$ cat config.mk
export PLATFORM = sky130hd
export DESIGN_NAME = add_result_accumulator
export DESIGN_NICKNAME = d
export VERILOG_FILES = /design/src/rtl/add_result_accumulator.sv
export SDC_FILE = /design/constraint.sdc
export NUM_CORES = 1
export LEC_CHECK = 0
export ABC_AREA = 1
export CORE_ASPECT_RATIO = 0.9
export CORE_MARGIN = 2
export CORE_UTILIZATION = 52
export CTS_CLUSTER_DIAMETER = 50
export CTS_CLUSTER_SIZE = 24
export DETAILED_ROUTE_END_ITERATION = 8
export PLACE_DENSITY = 0.8
export SLEW_MARGIN = 20
export SYNTH_ARGS = -nofsm -noshare
export SYNTH_HDL_FRONTEND = slang
export SYNTH_SLANG_ARGS = --single-unit
export TNS_END_PERCENT = 50
$ cat constraint.sdc
create_clock -name i_clk -period 2.3 [get_ports i_clk]
set_clock_uncertainty 0.05 [all_clocks]
set_input_delay 0.46 -clock i_clk [delete_from_list [all_inputs] [get_ports i_clk]]
set_output_delay 0.46 -clock i_clk [all_outputs]
set_load 0.02 [all_outputs]
$ cat src/rtl/add_result_accumulator.sv
`default_nettype none
// +--------------------------------------------------------------------------+
// | add_result_accumulator: sums adder result samples per packet and holds   |
// | the total until the downstream stage takes it.                    Rev 1.0 |
// +--------------------------------------------------------------------------+
module add_result_accumulator #(
  parameter int WIDTH     = 8,
  parameter int ACC_WIDTH = 16
) (
  input  logic                 i_clk,
  input  logic                 i_rst_n,
  input  logic [WIDTH:0]       i_result,
  input  logic                 i_valid,
  input  logic                 i_last,
  output logic                 o_ready,
  output logic [ACC_WIDTH-1:0] o_sum,
  output logic [15:0]          o_count,
  output logic                 o_overflow,
  output logic                 o_valid,
  input  logic                 i_ready
);

  typedef enum logic [1:0] {
    S_IDLE  = 2'd0,
    S_ACCUM = 2'd1,
    S_HOLD  = 2'd2
  } state_t;

  state_t               state_q, state_d;
  logic [ACC_WIDTH-1:0] sum_q, sum_d;
  logic [15:0]          count_q, count_d;
  logic                 overflow_q, overflow_d;

  logic                 w_ready;
  logic                 w_accept;
  logic [ACC_WIDTH-1:0] w_result_ext;
  logic [ACC_WIDTH:0]   w_add_full;

  // Ready depends on state alone so no input can reach an output combinationally.
  assign w_ready      = (state_q != S_HOLD);
  assign w_accept     = i_valid && w_ready;
  assign w_result_ext = ACC_WIDTH'(i_result);
  assign w_add_full   = {1'b0, sum_q} + {1'b0, w_result_ext};

  always_comb begin
    state_d    = state_q;
    sum_d      = sum_q;
    count_d    = count_q;
    overflow_d = overflow_q;
    case (state_q)
      S_IDLE: begin
        if (w_accept) begin
          sum_d      = w_result_ext;
          count_d    = 16'd1;
          overflow_d = 1'b0;
          state_d    = i_last ? S_HOLD : S_ACCUM;
        end
      end
      S_ACCUM: begin
        if (w_accept) begin
          sum_d      = w_add_full[ACC_WIDTH-1:0];
          count_d    = (count_q == 16'hFFFF) ? count_q : count_q + 16'd1;
          overflow_d = overflow_q | w_add_full[ACC_WIDTH];
          if (i_last) begin
            state_d = S_HOLD;
          end
        end
      end
      S_HOLD: begin
        if (i_ready) begin
          state_d = S_IDLE;
        end
      end
      default: state_d = S_IDLE;
    endcase
  end

  always_ff @(posedge i_clk or negedge i_rst_n) begin
    if (!i_rst_n) begin
      state_q    <= S_IDLE;
      sum_q      <= '0;
      count_q    <= '0;
      overflow_q <= 1'b0;
    end else begin
      state_q    <= state_d;
      sum_q      <= sum_d;
      count_q    <= count_d;
      overflow_q <= overflow_d;
    end
  end

  assign o_ready    = w_ready;
  assign o_valid    = (state_q == S_HOLD);
  assign o_sum      = sum_q;
  assign o_count    = count_q;
  assign o_overflow = overflow_q;

endmodule
`default_nettype wire
==> flow_metrics.tcl <==
set metrics [dict create \
    async_reset_ff_frac 1.00 \
    cts_buffer_depth 2 \
    drc 0 \
    max_stage_delay_ns 0.60 \
    place.gp.congestion 0.879 \
    cp-start-kind "flop" \
    fillers 433 \
    reg2reg_from "o_count[0]" \
    cts.sinks 35 \
    grt_setup_unrepaired "no" \
    multiInputGateArea_um2 1460 \
    holdPathEnd "o_sum[8]" \
    maxSlewHeadroom 0.570 \
    routed_via_density 5.06 \
    grt_max_degree 36 \
    post-synth-top-area-cell "dfrtp_1" \
    syn_inst 382 \
    firstDrtPassIters 4 \
    ios 49 \
    hold_buffers 0 \
    finalPower_mw 3.08 \
    die_area_um2 5490 \
    area_delta_synth_final_pct 26.4 \
    seq_area_um2 876 \
    wl_per_cell_um 12.0 \
    hold_viol_final 0 \
    rrSetupSlack_ns 0.29 \
    status "completed" \
    fmax_mhz 458 \
    arrival_ns 1.67 \
    layout-drive-gt1-share 0.0839 \
    h-tree-depth 2 \
    cts_root_buf "clkbuf_8" \
    path_clk_slew_ns 0.07 \
    final_nets 465 \
    ant_nets 0 \
    min_path_cells 2 \
    core_area_um2 4770 \
    p_leak_nw 1.55 \
    cts_resized 0 \
    grt_pass1_vias 2314 \
    die_y_um 70.5 \
    finalWirelength_um 6070 \
    port_buffers 48 \
    crit_path_max_fanout 11 \
    die_w_um 77.9 \
    post_dp_cell_area_um2 3150 \
    grt_usage 0.237 \
    yosys_register_bits 35 \
    hold_class "reg -> reg" \
    grt_pass1_wl_um 10400 \
    antenna_found_initial 0 \
    dp_hpwl_um 4600 \
    placed_cells 498 \
    cts_tree "built" \
    num_vias 2562 \
    tightestPinTransition_ns 0.643 \
    min_from "o_sum[8]" \
    final_cells 506 \
    initial_core_util 0.535 \
    synthFlopType "dfrtp_1" \
    stdcell_area_um2 3230 \
    synthTopCellsByCount "nand2_1 (126), nor2_1 (55), inv_1 (44), nand3_1 (37), dfrtp_1 (35)" \
    crit_required_ns 1.79 \
    syn_area_per_cell_um2 6.69 \
    synth-edff-count 0 \
    maxSlewViolCount 0 \
    drtIter0Drc 164 \
    setup_tns_ns 0 \
    crit_path_cell_trace "nor2_1 > inv_1 > clkdlybuf4s50_1" \
    syn-cell-area_um2 2550 \
    num_rows 24 \
    r2r_cells 8 \
    postCtsSetupBuffers 0 \
    grt_overflow_total 0 \
    min_period_over_period 0.949 \
    synth.top_cell.area_share 0.343 \
    synth_fp_nets 407 \
    finalCriticalPeriod_ns 2.18 \
    clkLatencyLatePin_ns 0.28 \
    r2r_end "o_count[15]" \
    final-setup-viol-count 0 \
    antenna_cells 0 \
    endpoint_kind "output pin" \
    ir_worst_vdd_mv 0.788 \
    yosysMostFrequentCell "nand2_1" \
    critPathKind "reg -> out" \
    yosys_warnings 0 \
    tritoncts.num_buffers 5 \
    synth_area_leaders "dfrtp_1 (34%), nand2_1 (19%), nor2_1 (8.1%)" \
    seq_area_frac_synth 0.343 \
    crit_slowest_cell "clkdlybuf4s50_1" \
    ys_types 31 \
    drv_cap 0 \
    p_per_area_nw_per_um2 956 \
]
## where the power goes
group	switching (mW)	internal, mW	total (mW)
combinational	1.04	0.704	1.74
sequential	0.164	0.747	0.911
clock	0.221	0.213	0.433
total	1.42	1.66	3.08
## kinds of logic (layout without fill, tap and decap cells)
kind of cell / after synthesis / count (layout) / synth area share
compound gates: 32 / 32 / 0.0833
xor+xnor: 11 / 11 / 0.0377
fa+ha+maj: 11 / 11 / 0.0568
buf+inv: 54 / 113 / 0.0867
flops: 35 / 35 / 0.343
simple gates: 239 / 239 / 0.392
## critical path, delay by kind of cell (launching register included)
kind                   cells  cell delay [ns]
flip-flops                 1             0.59
buffers and inverters      2             0.68
AND/OR/NAND/NOR            1             0.12
## cell type report
type,count,area share
clock inverter,1,0.00155
multi-input combinational,293,0.451
tap,65,0.0252
clock buffer,7,0.0237
sequential,35,0.271
inverter,47,0.0547
timing repair buffer,58,0.172
## metrics by stage
step           hold slack (ns)  worst slack (ns)  utilization
6_report                 0.465             0.116        0.676
5_1_grt                  0.499            0.0349        0.676
4_1_cts                  0.476             0.119        0.676
3_5_place_dp             0.456           -0.0605        0.659
3_3_place_gp             0.443           -0.0104        0.659
2_1_floorplan            0.114             0.519            -
## worst max-delay path by stage
| stage | start | end | slack (ns) |
|---|---|---|---|
| after floorplan | o_sum[0] | o_sum[6] | 0.52 |
| after global placement | i_result[0] | o_sum[8] | -0.01 |
| after detailed placement | i_result[0] | o_sum[6] | -0.06 |
| after CTS | state_q[0] | o_ready | 0.12 |
| after global routing | state_q[0] | o_ready | 0.03 |
| final | state_q[0] | o_ready | 0.12 |
## placed cells by master, fill, tap and decap left out, types with 7 or more instances in the layout
| cell | Yosys | routed |
|---|---|---|
| nand2_1 | 126 | 126 |
| nand3_1 | 37 | 37 |
| inv_1 | 44 | 44 |
| nor2_1 | 55 | 55 |
| ha_1 | 10 | 10 |
| xor2_1 | 7 | 7 |
| clkdlybuf4s50_1 | 0 | 48 |
| o21ai_0 | 9 | 9 |
| buf_4 | 0 | 10 |
| a21oi_1 | 9 | 9 |
| dfrtp_1 | 35 | 35 |
## sequential cells by signal (all words and copies together) (netlist names)
name	count
state_q	2
o_overflow	1
o_sum	16
o_count	16
## routing by layer
| layer | wire length [um] | share of wire | global-route usage | vias up |
|---|---|---|---|---|
| met1 | 3000 | 0.49 | 0.341 | 1178 |
| met2 | 2710 | 0.45 | 0.372 | 59 |
| met5 | 0 | 0 | 0 | - |
| met3 | 310 | 0.051 | 0.0413 | 7 |
| li1 | - | - | - | 1318 |
| met4 | 49 | 0.0081 | 0.0575 | 0 |
Note: power is estimated with default switching activity, not from simulation.
